===== src/rtl/riscv_types_pkg.sv =====
// Shared pipeline types used by the instruction-fetch front end.
package riscv_types;

    localparam int unsigned INST_BYTES = 4;

    typedef enum logic [0:0] {
        FETCH,
        FLUSH
    } fetch_state_t;

    typedef struct packed {
        logic [31:0] current_pc;
        logic [31:0] pc_plus_4;
        logic [31:0] inst;
    } if_id_reg_t;

endpackage


===== src/rtl/inst_fetch_fifo.sv =====
// Synchronous FIFO used for the fetch PC tag queue and the instruction buffer.
// Flush wins over push; pop of an empty FIFO is ignored.
module inst_fetch_fifo #(
    parameter int unsigned WIDTH = 32,
    parameter int unsigned DEPTH = 2
) (
    input  logic                       clk,
    input  logic                       reset_n,
    input  logic                       push,
    input  logic [WIDTH-1:0]           push_data,
    input  logic                       pop,
    input  logic                       flush,
    output logic [WIDTH-1:0]           head,
    output logic [$clog2(DEPTH+1)-1:0] count,
    output logic                       empty,
    output logic                       full
);

    localparam int unsigned CNT_W = $clog2(DEPTH + 1);
    localparam int unsigned PTR_W = (DEPTH > 1) ? $clog2(DEPTH) : 1;

    logic [WIDTH-1:0] mem_q [DEPTH];
    logic [PTR_W-1:0] rd_ptr_q;
    logic [PTR_W-1:0] wr_ptr_q;
    logic [CNT_W-1:0] count_q;
    logic             push_en;
    logic             pop_en;

    function automatic logic [PTR_W-1:0] next_ptr(input logic [PTR_W-1:0] ptr);
        if (ptr == PTR_W'(DEPTH - 1)) begin
            return '0;
        end
        return ptr + PTR_W'(1);
    endfunction

    assign empty   = (count_q == '0);
    assign full    = (count_q == CNT_W'(DEPTH));
    assign count   = count_q;
    assign head    = mem_q[rd_ptr_q];
    assign pop_en  = pop & ~empty;
    // A full FIFO still accepts a push when the head leaves in the same cycle.
    assign push_en = push & (~full | pop_en);

    always_ff @(posedge clk or negedge reset_n) begin
        if (!reset_n) begin
            rd_ptr_q <= '0;
            wr_ptr_q <= '0;
            count_q  <= '0;
            for (int i = 0; i < int'(DEPTH); i++) begin
                mem_q[i] <= '0;
            end
        end else if (flush) begin
            rd_ptr_q <= '0;
            wr_ptr_q <= '0;
            count_q  <= '0;
        end else begin
            if (push_en) begin
                mem_q[wr_ptr_q] <= push_data;
                wr_ptr_q        <= next_ptr(wr_ptr_q);
            end
            if (pop_en) begin
                rd_ptr_q <= next_ptr(rd_ptr_q);
            end
            case ({push_en, pop_en})
                2'b10:   count_q <= count_q + CNT_W'(1);
                2'b01:   count_q <= count_q - CNT_W'(1);
                default: count_q <= count_q;
            endcase
        end
    end

endmodule


===== src/rtl/inst_fetch_unit.sv =====
// Instruction-fetch front end: PC generation, credit-limited imem requests, buffering, redirects.
// Define IF_BYPASS_EN to let a response reach decode in the same cycle when the buffer is empty.
module inst_fetch_unit
    import riscv_types::*;
#(
    parameter logic [31:0] RESET_PC   = 32'h0000_0000,
    parameter int unsigned FIFO_DEPTH = 2
) (
    input  logic        clk,
    input  logic        reset_n,
    output logic        imem_req_valid,
    input  logic        imem_req_ready,
    output logic [31:0] imem_req_addr,
    input  logic        imem_rsp_valid,
    input  logic [31:0] imem_rsp_data,
    input  logic        redirect_i,
    input  logic [31:0] redirect_pc_i,
    output logic        if_id_valid_o,
    input  logic        if_id_ready_i,
    output if_id_reg_t  if_id_o
);

    localparam int unsigned CNT_W = $clog2(FIFO_DEPTH + 1);

    fetch_state_t     state_q;
    logic [31:0]      pc_q;
    logic [CNT_W-1:0] outstanding_q;
    logic [CNT_W-1:0] outstanding_d;

    logic             credit_ok;
    logic             req_fire;
    logic             rsp_ok;
    logic             rsp_fetch;

    logic [31:0]      tag_head;
    logic [CNT_W-1:0] tag_count;
    logic             tag_empty;
    logic             tag_full;

    if_id_reg_t       rsp_entry;
    if_id_reg_t       buf_head;
    logic [CNT_W-1:0] buf_count;
    logic             buf_empty;
    logic             buf_full;
    logic             buf_push;
    logic             buf_pop;

    // Outstanding requests plus buffered entries never exceed the buffer depth.
    assign credit_ok = ({1'b0, outstanding_q} + {1'b0, buf_count}) < (CNT_W + 1)'(FIFO_DEPTH);

    assign imem_req_valid = reset_n & (state_q == FETCH) & ~redirect_i & credit_ok;
    assign imem_req_addr  = pc_q;
    assign req_fire       = imem_req_valid & imem_req_ready;

    assign rsp_ok    = imem_rsp_valid & (outstanding_q != '0);
    assign rsp_fetch = rsp_ok & (state_q == FETCH);

    assign rsp_entry.current_pc = tag_head;
    assign rsp_entry.pc_plus_4  = tag_head + 32'(INST_BYTES);
    assign rsp_entry.inst       = imem_rsp_data;

    assign buf_pop = ~buf_empty & if_id_ready_i;

`ifdef IF_BYPASS_EN
    logic bypass;

    assign bypass        = buf_empty & rsp_fetch & ~redirect_i;
    assign if_id_valid_o = ~buf_empty | bypass;
    assign if_id_o       = ~buf_empty ? buf_head : (bypass ? rsp_entry : '0);
    assign buf_push      = rsp_fetch & ~(bypass & if_id_ready_i);
`else
    assign if_id_valid_o = ~buf_empty;
    assign if_id_o       = buf_empty ? '0 : buf_head;
    assign buf_push      = rsp_fetch;
`endif

    always_comb begin
        outstanding_d = outstanding_q;
        case ({req_fire, rsp_ok})
            2'b10:   outstanding_d = outstanding_q + CNT_W'(1);
            2'b01:   outstanding_d = outstanding_q - CNT_W'(1);
            default: outstanding_d = outstanding_q;
        endcase
    end

    always_ff @(posedge clk or negedge reset_n) begin
        if (!reset_n) begin
            state_q       <= FETCH;
            pc_q          <= RESET_PC;
            outstanding_q <= '0;
        end else begin
            outstanding_q <= outstanding_d;
            unique case (state_q)
                FETCH: begin
                    if (redirect_i) begin
                        pc_q    <= redirect_pc_i;
                        state_q <= (outstanding_d != '0) ? FLUSH : FETCH;
                    end else if (req_fire) begin
                        pc_q <= pc_q + 32'(INST_BYTES);
                    end
                end
                FLUSH: begin
                    if (redirect_i) begin
                        pc_q <= redirect_pc_i;
                    end
                    if (outstanding_d == '0) begin
                        state_q <= FETCH;
                    end
                end
                default: state_q <= FETCH;
            endcase
        end
    end

    inst_fetch_fifo #(
        .WIDTH (32),
        .DEPTH (FIFO_DEPTH)
    ) u_tag_queue (
        .clk       (clk),
        .reset_n   (reset_n),
        .push      (req_fire),
        .push_data (pc_q),
        .pop       (rsp_fetch),
        .flush     (redirect_i),
        .head      (tag_head),
        .count     (tag_count),
        .empty     (tag_empty),
        .full      (tag_full)
    );

    inst_fetch_fifo #(
        .WIDTH ($bits(if_id_reg_t)),
        .DEPTH (FIFO_DEPTH)
    ) u_inst_buf (
        .clk       (clk),
        .reset_n   (reset_n),
        .push      (buf_push),
        .push_data (rsp_entry),
        .pop       (buf_pop),
        .flush     (redirect_i),
        .head      (buf_head),
        .count     (buf_count),
        .empty     (buf_empty),
        .full      (buf_full)
    );

    // A response with nothing outstanding is a memory protocol error and is dropped.
    a_rsp_without_req: assert property (@(posedge clk) disable iff (!reset_n)
        !(imem_rsp_valid && outstanding_q == '0));

    a_tag_tracks_outstanding: assert property (@(posedge clk) disable iff (!reset_n)
        (state_q == FETCH) |-> (tag_count == outstanding_q));

    a_tag_no_underflow: assert property (@(posedge clk) disable iff (!reset_n)
        !(rsp_fetch && tag_empty));

    a_tag_no_overflow: assert property (@(posedge clk) disable iff (!reset_n)
        !(req_fire && tag_full && !rsp_fetch));

    a_buf_no_overflow: assert property (@(posedge clk) disable iff (!reset_n)
        !(buf_push && buf_full && !buf_pop));

endmodule


===== config.mk =====
export PLATFORM = sky130hd
export DESIGN_NAME = inst_fetch_unit
export DESIGN_NICKNAME = d
export VERILOG_FILES = /design/src/rtl/riscv_types_pkg.sv /design/src/rtl/inst_fetch_fifo.sv /design/src/rtl/inst_fetch_unit.sv
export SDC_FILE = /design/constraint.sdc
export NUM_CORES = 1
export LEC_CHECK = 0
export CORE_UTILIZATION = 60
export CTS_BUF_LIST = sky130_fd_sc_hd__clkbuf_4 sky130_fd_sc_hd__clkbuf_8 sky130_fd_sc_hd__clkbuf_16
export CTS_CLUSTER_SIZE = 8
export DETAILED_ROUTE_END_ITERATION = 10
export GPL_TIMING_DRIVEN = 1
export PLACE_DENSITY = 0.95
export SYNTH_ARGS = -nofsm -noshare
export SYNTH_HDL_FRONTEND = slang
export SYNTH_SLANG_ARGS = --single-unit

===== constraint.sdc =====
create_clock -name clk -period 7.48 [get_ports clk]
set_clock_uncertainty 0.15 [all_clocks]
set_input_delay 1.87 -clock clk [delete_from_list [all_inputs] [get_ports clk]]
set_output_delay 1.87 -clock clk [all_outputs]
set_load 0.05 [all_outputs]

=== Word level (Yosys, flattened, before mapping) ===
Index checks and enable logic that the tools add are counted.
Widths: inputs -> output; s select.

* Flip-flop bits (word level): 299
* Output and inout port bits: 130
* Logic and storage cells: 136

* $add $sub $neg: 13
* $lt $le $gt $ge: 7
* Eq/ne operators: 10
* Mux-type cells: 54
* Bitwise gates (word level): 23
* Reductions and logical operators: 16

{| class="wikitable"
|+ Operator list
! cell !! count
|-
| $mux 96 || 5
|-
| $mux 32 || 7
|-
| $bwmux 192 || 1
|-
| $demux 96 s1 || 1
|-
| $add 32x3->32 const B || 2
|-
| $bwmux 64 || 1
|-
| $pmux 32 s2 || 1
|-
| $demux 32 s1 || 1
|-
| $mux 1 || 31
|-
| $pmux 2 s2 || 3
|-
| $reduce_bool 2->1 || 6
|-
| $and 1x1->1 || 11
|-
| $eq 2x2->1 const B || 5
|-
| $ge 2x2->1 const B || 4
|-
| $not 1->2 || 4
|-
| $add 2x1->2 const B || 3
|-
| $eq 2x1->1 const B || 3
|-
| $logic_not 2->1 || 3
|-
| $not 1->1 || 6
|-
| $reduce_and 2->1 || 3
|-
| $reduce_bool 3->1 || 2
|-
| $sub 2x1->2 const B || 3
|-
| $add 1x1->1 const B || 4
|-
| $lt 2x1->1 const B || 2
|-
| 8 further kinds || 11
|}

=== Depth between registers and ports, before layout ===
Gate-level depths: netlist of the first run.

* Depth in word-level cells: 11
* Depth in mapped cells: 12

=== Modules after synthesis ===
A second synthesis of the first run with hierarchy kept.

* Cells, all modules: 1170
* Area, all modules: 15149.5 µm²

{| class="wikitable"
|+ Modules (own cells, without submodules)
! module !! instances !! cells each !! area each (µm²)
|-
| inst_fetch_fifo at u_inst_buf || 1 || 537 || 8554.5
|-
| inst_fetch_unit || 1 || 437 || 3468.3
|-
| inst_fetch_fifo at u_tag_queue || 1 || 196 || 3126.7
|}

=== Worst setup path after synthesis of the first run ===
Ideal clock, no wire load.

* Path type: input -> output
* Start point: input port redirect_i
* End point: output port imem_req_valid
* Arrival: 3.153 ns
* Required time: 5.460 ns
* Path slack: 2.307 ns
* Cell stages on the path: 5
* Path buffers: 2
* Cell sequence: buf_2 clkinv_1 nand2_1 clkbuf_1 nor2_1

* Longest elaborated chain between the ends: 3

{| class="wikitable"
|+ RTL lines
! item !! RTL line !! RTL
|-
| start: declaration || inst_fetch_unit.sv:16 || <nowiki>input logic redirect_i,</nowiki>
|-
| $not 1->1 (no line) || -- ||
|-
| $and 1x1->1 (2 in series) || inst_fetch_unit.sv:51 || <nowiki>assign imem_req_valid = reset_n & (state_q == FETCH) & ~redirect_i & credit_ok;</nowiki>
|-
| end: declaration || inst_fetch_unit.sv:11 || <nowiki>output logic imem_req_valid,</nowiki>
|}

No other way between the ends.

=== Worst setup path after layout of the first run ===
Same ends and word-level chain as after synthesis.

==> results of run 1 <==
-- per-layer routing --
| layer | GRT usage | up-vias |
|---|---|---|
| met5 | 0 | - |
| met4 | 0.130 | 0 |
| met3 | 0.0651 | 127 |
| met2 | 0.540 | 702 |
| met1 | 0.428 | 5897 |
| li1 | - | 5357 |
-- critical path: cells and delay by family --
kind	cells	cell delay, ns
buffers and inverters	3	1.54
and+or+nand+nor	2	0.66
-- stage by stage --
step           setup WS [ns]  std cells  hold slack [ns]  total power [uW]
2_1_floorplan           2.31       1465            0.295              4190
3_3_place_gp            1.46       1903            0.306              4820
3_5_place_dp            1.45       1903            0.311              4980
4_1_cts                 1.44       1951            0.323              6740
5_1_grt                 1.36       1951            0.333              7100
6_report                1.37       1951            0.320              6760
-- state kept, by name (all words and copies together), names as in the netlist --
| name | cells |
|---|---|
| imem_req_addr | 32 |
| outstanding_q | 2 |
| state_q | 1 |
| u_inst_buf.count | 2 |
| u_inst_buf.mem_q | 188 |
| u_inst_buf.rd_ptr_q | 1 |
| u_inst_buf.wr_ptr_q | 1 |
| u_tag_queue.count | 2 |
| u_tag_queue.mem_q | 64 |
| u_tag_queue.rd_ptr_q | 1 |
| u_tag_queue.wr_ptr_q | 1 |
-- power by group through the flow --
stage | logic, uW | registers [uW] | clock network, uW
after floorplan | 1470 | 2720 | 0
after global placement | 2140 | 2670 | 0
after detailed placement | 2240 | 2740 | 0
after CTS | 2290 | 2730 | 1710
after global routing | 2500 | 2820 | 1780
final | 2310 | 2750 | 1700
-- cells in the final DEF, fill, tap and decap left out, types with 6 or more instances in the layout --
cell             netlist  routed
xnor2_1               13      13
buf_4                  2      15
nand2_1              349     349
nor2_1               130     126
o22ai_1               12      12
o31ai_1               17      17
xor2_1                13      13
a21oi_1               40      40
dfrtp_1              295     293
clkdlybuf4s50_1        0     198
inv_1                  8       8
clkbuf_16              0      45
mux2_2                91      91
o31a_1                 6       6
mux2i_1              126     126
nand4b_1               6       6
and3_1                 8       8
nor3_1                13      13
nand4_1               19      19
nand3b_1               7       7
nor4_1                11      11
o21ai_0               88      88
nand3_1               28      28
-- logic make-up (layout without fill, tap and decap cells) --
logic type / after synthesis / after routing
flops: 295 / 295
fa+ha+maj: 4 / 4
xor+xnor: 26 / 26
simple gates: 609 / 609
mux: 217 / 217
buf+inv: 105 / 272
compound gates: 209 / 209
-- worst min-delay path by stage --
stage / from / end / depth (start not counted) / slack (ns)
detailed placement: u_inst_buf.mem_q[102] / u_inst_buf.mem_q[102] / 2 / 0.31
global route: u_inst_buf.mem_q[0] / u_inst_buf.mem_q[0] / 2 / 0.33
CTS: u_inst_buf.mem_q[102] / u_inst_buf.mem_q[102] / 2 / 0.32
global placement: u_inst_buf.mem_q[103] / u_inst_buf.mem_q[103] / 2 / 0.31
floorplan: u_inst_buf.mem_q[100] / u_inst_buf.mem_q[100] / 2 / 0.29
finish: u_inst_buf.mem_q[131] / u_inst_buf.mem_q[131] / 2 / 0.32
-- layout make-up --
| class | instances | area (um^2) |
|---|---|---|
| repair buffers | 215 | 2130 |
| well taps | 319 | 399 |
| fillers | 1442 | 5790 |
| inverters | 9 | 33.8 |
| flip-flops and latches | 295 | 7390 |
| multi-input cells | 1065 | 6590 |
| clock buffers | 48 | 1150 |
==> run summary, run 1 <==
FMAX - 164 MHz
internal power - 4150 uW
# IOs - 200
Post-Synthesis Cells - 1465
Setup crit end - imem_req_valid
max-cap check violation count - 0
die height - 157 um
Slew @ Worst Pin - 1.01 ns
sequential area share after synthesis - 0.514
Crit. Startpoint - redirect_i
Post-CTS Hold Buffers - 0
Async S/R FF share, synth - 1.00
syn_area_per_cell - 9.80 um^2
worst hold-check path type - reg -> reg
Yosys warning count - 0
worst-case reg-to-reg path depth - 8
Pwr per Cell Area - 382 nW/um^2
Yosys top cell by area - dfrtp_1
die width - 157 um
Worst Setup End Kind - primary output
final hold vios - 0
mux share of post-synthesis cell area - 0.159
GPL Wtd Cong - 0.912
Critical Path AT - 4.09 ns
number of DRC markers in iteration 0 - 1230
most frequent CP cell - clkdlybuf4s50_1
via count - 12100
Finished Core Util - 0.753
Reg2Reg Setup Slack - 4.02 ns
largest family of logic cells by synthesized area - simple AND/OR/NAND/NOR gates
highest ir drop seen on vdd - 248 uV
CTS tree - built
Post-Synth Adder-Cell Area - 0.00401
clock root buffer - clkbuf_16
CTS sink count - 295
port bufs - 199
Post-Syn Area - 14400 um^2
crit start category - input pin
Synth top cells by count - nand2_1 (349), dfrtp_1 (295), nor2_1 (130)
period utilization - 0.816
design area - 17700 um^2
Reg clk slew, reported paths - 0.04 ns
Distinct cells, synth - 71
Layout area overhead - 23.2%
die area - 24500 um^2
number of synthesized flops with an enable pin - 0
antenna cells - 0
final setup TNS - 0 ns
met1 wire length - 15.7 mm
setup repair after global routing missed its margin - no
Starting Density - 0.611
status - complete, no violations
post-cts sizing count - 0
Seq cells post-synth - 295
setup violation total in the final timing report - 0
slowest stage cell on the critical path - clkdlybuf4s50_1
XOR/XNOR Fraction of Synth Area - 0.0159
total global-route track usage - 0.328
Gate power share - 0.341
first-pass iteration count of the detailed router - 5
Period minus WS final - 6.11 ns
routed wl met3 - 3.60 mm
Std-Cell Rows - 56
Psw - 2610 uW
first-pass GRT wire length - 63.2 mm
per-cell routed wire length - 20.1 um
main area contributors after synthesis - dfrtp_1 (51%), nand2_1 (9.1%), mux2i_1 (8.8%)
Via-to-Cell Ratio - 6.19
H-tree depth - 2
main flop type after synthesis - dfrtp_1
vias in the first global route - 12300
Slew Viols, Final - 0
top-count cell post-synth - nand2_1
CTS max path bufs - 3
Syn Nets - 1539
complex-gate fraction of the synthesized area - 0.0908
critical path's largest stage delay - 0.73 ns
Placed Area - 16500 um^2
Highest Signal Layer - met4
critical path type - in -> out
Req. time, crit path - 5.46 ns
# DRC - 0
clk_lat worst skew - 0.53 ns
Reg2Reg Capture Point - u_tag_queue.mem_q[33]
core area - 23500 um^2
initial antenna violation count - 0
part of the power in registers - 0.407
metal2 WL - 18.6 mm
layout cells sized above 1 - 0.110
Final Routed Wirelength - 39.2 mm
R2R Path Start - u_inst_buf.count[0]
critical path fanouts, max - 15
Slew HR - 0.326
CP cell instances - clkdlybuf4s50_1 > clkinv_1 > nand2_1 > nor2_1 > clkdlybuf4s50_1
Clock power frac - 0.252
post-CTS setup buffer count - 0
post-synth top area share - 0.514
post-DP HPWL - 24.6 mm
Simple-Gate Fraction of Synth Area - 0.186
nets - 1702
largest net degree at the start of global routing - 168
Pleak - 0.00755 uW
Num CTS Buffers - 42
switch share - 0.386
total grt overflow - 0
Antenna Violating Nets Remaining - 0
(Power assumes the default switching activity.)
==> run 2: changes to the inputs <==
--- a/config.mk
+++ b/config.mk
@@ -5,12 +5,12 @@
 export SDC_FILE = /design/constraint.sdc
 export NUM_CORES = 1
 export LEC_CHECK = 0
-export CORE_UTILIZATION = 60
+export CORE_UTILIZATION = 55
 export CTS_BUF_LIST = sky130_fd_sc_hd__clkbuf_4 sky130_fd_sc_hd__clkbuf_8 sky130_fd_sc_hd__clkbuf_16
 export CTS_CLUSTER_SIZE = 8
 export DETAILED_ROUTE_END_ITERATION = 10
 export GPL_TIMING_DRIVEN = 1
-export PLACE_DENSITY = 0.95
+export PLACE_DENSITY = 0.9
 export SYNTH_ARGS = -nofsm -noshare
 export SYNTH_HDL_FRONTEND = slang
 export SYNTH_SLANG_ARGS = --single-unit
==> constraint.sdc (replaced) <==
create_clock -name clk -period 6.2 [get_ports clk]
set_clock_uncertainty 0.15 [all_clocks]
set_input_delay 1.55 -clock clk [delete_from_list [all_inputs] [get_ports clk]]
set_output_delay 1.55 -clock clk [all_outputs]
set_load 0.05 [all_outputs]
==> run 2 against run 1 <==
  * Largest power group unchanged
  * Clock power up 21%
  * Routed wire length down 3.3%
  * Critical path type is now reg -> out
  * Combinational power up 19%
  * Power up 20%
  * Critical endpoint is now if_id_o[2]
  * First-iteration DRC count up 7.1%
  * Cell count up 0.56%
  * Via count down 2.5%
  * Global-route usage down 4.2 points
==> run summary, run 2 (synthesized netlist as in run 1, its figures left out) <==
GPL Wtd Cong - 0.877
vias in the first global route - 11700
per-cell routed wire length - 19.3 um
status - complete, no violations
max-cap check violation count - 0
clk_lat worst skew - 0.53 ns
critical path's largest stage delay - 1.21 ns
commonest non-fill, non-tap cell in the layout - nand2_1
port bufs - 199
H-tree depth - 2
Std-Cell Rows - 58
worst hold-check path type - reg -> reg
final setup TNS - 0 ns
delay-heaviest family, CP - buffers and inverters
commonest cells after routing, fill and taps aside - nand2_1 (349), dfrtp_1 (293), clkdlybuf4s50_1 (197)
Pwr per Cell Area - 459 nW/um^2
Slew @ Worst Pin - 1.22 ns
post-CTS setup buffer count - 0
Final Routed Wirelength - 37.9 mm
Antenna Violating Nets Remaining - 0
Critical Path AT - 3.36 ns
slowest stage cell on the critical path - dfrtp_4
post-DP HPWL - 24.1 mm
antenna cells - 0
# IOs - 200
initial antenna violation count - 0
Slew HR - 0.187
GR Util met1 - 0.387
Starting Density - 0.565
critical path fanouts, max - 66
Most flops, register - u_inst_buf.mem_q
post-cts sizing count - 0
largest net degree at the start of global routing - 183
setup violation total in the final timing report - 0
# DRC - 0
first-pass GRT wire length - 60.6 mm
total grt overflow - 0
Req. time, crit path - 4.50 ns
Period minus WS final - 5.06 ns
CTS sink count - 295
Finished Core Util - 0.697
Pleak - 0.00755 uW
core area - 25400 um^2
highest ir drop seen on vdd - 306 uV
CTS tree - built
met3 Track Usage GR - 0.0508
layout cells sized above 1 - 0.110
gr busiest metal - met2
Reg2Reg Setup Slack - 2.60 ns
die width - 164 um
CP cell instances - buf_4 > mux2i_1 > nor2_1 > clkdlybuf4s50_1
critical path type - reg -> out
clock root buffer - clkbuf_16
Worst Path Buf+Inv - 2
final hold vios - 0
Slew Viols, Final - 0
period utilization - 0.816
number of DRC markers in iteration 0 - 1317
max FFs per register - 188
first-pass iteration count of the detailed router - 5
die area - 26700 um^2
via count - 11800
Reg clk slew, reported paths - 0.05 ns
Worst Setup End Kind - primary output
CTS max path bufs - 3
die height - 164 um
setup repair after global routing missed its margin - no
FMAX - 198 MHz
total global-route track usage - 0.287
crit start category - register
Via-to-Cell Ratio - 6.00
nets - 1703
Post-CTS Hold Buffers - 0
Layout area overhead - 23.3%
Num CTS Buffers - 42
grt met2 use - 0.464
[run 2: cell types whose count changed in the layout (fill, tap and decap cells not counted)]
cell             before  now
buf_4                15   17
clkbuf_4              3    2
clkdlybuf4s50_1     198  197
[run 2: final cells by class]
class	instances	area [um^2]
Multi-Input combinational cell	1065	6590
Inverter	9	33.8
Fill cell	1792	7700
Clock buffer	47	1140
Tap cell	330	413
Sequential cell	295	7390
Timing Repair Buffer	216	2130
[run 2: tightest hold or removal path: cells and delay by family, from the launching register on]
kind             cells  cell delay (ns)
DFF                  1             0.34
and+or+nand+nor      2             0.10
[run 2: final timing paths]
| check | start | to | depth (start not counted) |
|---|---|---|---|
| worst max-delay path | u_inst_buf.rd_ptr_q | if_id_o[2] | 4 |
| worst min-delay path | u_inst_buf.mem_q[27] | u_inst_buf.mem_q[27] | 2 |
| worst max register to register | u_inst_buf.count[0] | u_tag_queue.mem_q[49] | 8 |
| worst min register to register | u_inst_buf.mem_q[27] | u_inst_buf.mem_q[27] | 2 |
| max in group asynchronous | reset_n | u_inst_buf.mem_q[191] | 2 |
| min in group asynchronous | reset_n | u_inst_buf.mem_q[75] | 1 |
[run 2: power by group]
group / leakage (uW) / switching, uW / internal, uW
registers: 0.00379 / 630 / 2690
logic: 0.00320 / 1700 / 1050
clock network: 0.000564 / 777 / 1270
total: 0.00755 / 3110 / 5010
[run 2: per-layer routing]
layer / up-vias / routed length [um]
met5: - / 0
met4: 0 / 951
met3: 83 / 2930
met2: 561 / 17800
met1: 5775 / 16200
li1: 5357 / -
[run 2: stage by stage]
step           total power (uW)  worst slack [ns]  hold WS (ns)  std cells  cell area (um^2)
4_1_cts                    8110              1.15         0.324       1962             17700
3_3_place_gp               5830              1.33         0.306       1915             16600
6_report                   8120              1.14         0.323       1962             17700
5_1_grt                    8530              1.03         0.342       1962             17700
2_1_floorplan              5060              1.67         0.295       1465             14400
3_5_place_dp               6000              1.31         0.312       1915             16600
==> run 3: changes to the inputs <==
--- a/config.mk
+++ b/config.mk
@@ -5,12 +5,12 @@
 export SDC_FILE = /design/constraint.sdc
 export NUM_CORES = 1
 export LEC_CHECK = 0
-export CORE_UTILIZATION = 55
+export CORE_UTILIZATION = 50
 export CTS_BUF_LIST = sky130_fd_sc_hd__clkbuf_4 sky130_fd_sc_hd__clkbuf_8 sky130_fd_sc_hd__clkbuf_16
 export CTS_CLUSTER_SIZE = 8
 export DETAILED_ROUTE_END_ITERATION = 10
 export GPL_TIMING_DRIVEN = 1
-export PLACE_DENSITY = 0.9
+export PLACE_DENSITY = 0.87
 export SYNTH_ARGS = -nofsm -noshare
 export SYNTH_HDL_FRONTEND = slang
 export SYNTH_SLANG_ARGS = --single-unit
==> constraint.sdc (replaced) <==
create_clock -name clk -period 4.6 [get_ports clk]
set_clock_uncertainty 0.15 [all_clocks]
set_input_delay 1.15 -clock clk [delete_from_list [all_inputs] [get_ports clk]]
set_output_delay 1.15 -clock clk [all_outputs]
set_load 0.05 [all_outputs]
==> run 3 against run 2 <==
  * Clock power is 35% higher
  * Count of clock-buffer cells in the layout is 1 higher
  * Routed wire length is 0.46% lower
  * Hold slack hardly changed
  * Critical path type unchanged
  * Largest power group unchanged
  * Highest routed layer unchanged
==> run summary, run 3 (synthesized netlist as in run 1, its figures left out) <==
Pleak - 0.00763 uW
post-CTS setup buffer count - 0
design area - 17900 um^2
Most flops, register - u_inst_buf.mem_q
FMAX - 244 MHz
die height - 171 um
post-cts sizing count - 0
Starting Density - 0.512
core area - 28000 um^2
setup repair after global routing missed its margin - no
Slew @ Worst Pin - 0.875 ns
Via-to-Cell Ratio - 5.83
antenna cells - 0
Antenna Violating Nets Remaining - 0
number of DRC markers in iteration 0 - 1239
largest net degree at the start of global routing - 157
vias in the first global route - 11700
status - complete, no violations
CTS tree - built
Req. time, crit path - 3.30 ns
pre-CTS WS - 0.790 ns
Gate power share - 0.344
total grt overflow - 0
die area - 29400 um^2
Final Routed Wirelength - 37.7 mm
period utilization - 0.889
crit start category - register
layout cells sized above 1 - 0.117
highest ir drop seen on vdd - 369 uV
via count - 11800
Layout area overhead - 24.7%
Std-Cell Rows - 61
# IOs - 200
Finished Core Util - 0.639
max FFs per register - 188
Post-CTS Hold Buffers - 0
first-pass GRT wire length - 60.9 mm
final setup TNS - 0 ns
post-DP HPWL - 25.2 mm
port bufs - 199
clk_lat worst skew - 0.52 ns
part of the power in registers - 0.405
critical path fanouts, max - 24
Hold WS - 0.323 ns
clock root buffer - clkbuf_16
commonest cells after routing, fill and taps aside - nand2_1 (349), dfrtp_1 (293), clkdlybuf4s50_1 (197)
CTS sink count - 295
setup violation total in the final timing report - 0
Period minus WS final - 4.09 ns
Reg clk slew, reported paths - 0.05 ns
critical path type - reg -> out
Placed Area - 16700 um^2
switch share - 0.381
Pwr per Cell Area - 613 nW/um^2
Clock power frac - 0.252
Slew HR - 0.400
commonest non-fill, non-tap cell in the layout - nand2_1
met1 wire length - 16.0 mm
metal2 WL - 17.4 mm
total global-route track usage - 0.261
die width - 171 um
first-pass iteration count of the detailed router - 5
Slew Viols, Final - 0
Final Worst Setup Slack - 0.509 ns
# DRC - 0
max-cap check violation count - 0
final hold vios - 0
routed wl met3 - 3.31 mm
Highest Signal Layer - met4
nets - 1714
CTS max path bufs - 3
GPL Wtd Cong - 0.840
Psw - 4180 uW
worst hold-check path type - reg -> reg
H-tree depth - 2
initial antenna violation count - 0
per-cell routed wire length - 18.7 um
Num CTS Buffers - 42
Worst Setup End Kind - primary output
Critical Path AT - 2.79 ns
internal power - 6790 uW
==> run 3: changes by cell type in the layout (fill, tap and decap cells not counted), sizes merged <==
cell	before	now
clkbuf	47	48
buf	19	30
==> run 3: per-stage QoR <==
step,total power [uW],instances
5_1_grt,11600,2022
2_1_floorplan,6820,1465
4_1_cts,11000,2022
3_3_place_gp,7940,1974
3_5_place_dp,8150,1974
6_report,11000,2022
==> run 3: metal layers <==
| metal | GRT usage | vias to the layer above |
|---|---|---|
| li1 | - | 5386 |
| met1 | 0.364 | 5754 |
| met2 | 0.411 | 568 |
| met3 | 0.0509 | 78 |
| met4 | 0.0846 | 0 |
| met5 | 0 | - |
==> run 3: worst max-delay path: stages (launching register included) <==
cell	delay, ns
dfrtp_4	0.60
buf_4	0.45
mux2i_1	0.39
nor2_1	0.08
clkdlybuf4s50_1	0.73
==> run 3: power by group through the flow <==
| stage | Combinational, uW | Sequential [uW] | Clock (uW) |
|---|---|---|---|
| after global placement | 3590 | 4340 | 0 |
| after global routing | 4090 | 4560 | 2910 |
| after CTS | 3770 | 4410 | 2800 |
| after floorplan | 2390 | 4430 | 0 |
| after detailed placement | 3720 | 4430 | 0 |
| final | 3770 | 4440 | 2760 |
==> run 3: path summary, 6_finish.rpt <==
check | from | endpoint | slack (ns) | cells past startpoint
worst max-delay path | u_inst_buf.rd_ptr_q | if_id_o[79] | 0.51 | 4
worst min register to register | u_inst_buf.mem_q[39] | u_inst_buf.mem_q[39] | 0.32 | 2
min in group asynchronous | reset_n | u_inst_buf.mem_q[50] | 0.73 | 2
worst min-delay path | u_inst_buf.mem_q[39] | u_inst_buf.mem_q[39] | 0.32 | 2
max in group asynchronous | reset_n | u_inst_buf.rd_ptr_q | 2.05 | 3
worst max register to register | u_inst_buf.count[0] | u_tag_queue.mem_q[61] | 1.07 | 8
==> run 3: area by class of cell <==
class / count / area (um^2)
inverters: 9 / 33.8
well taps: 378 / 473
multi-input cells: 1065 / 6590
fillers: 2140 / 10100
repair buffers: 227 / 2270
clock buffers: 48 / 1150
flip-flops and latches: 295 / 7390
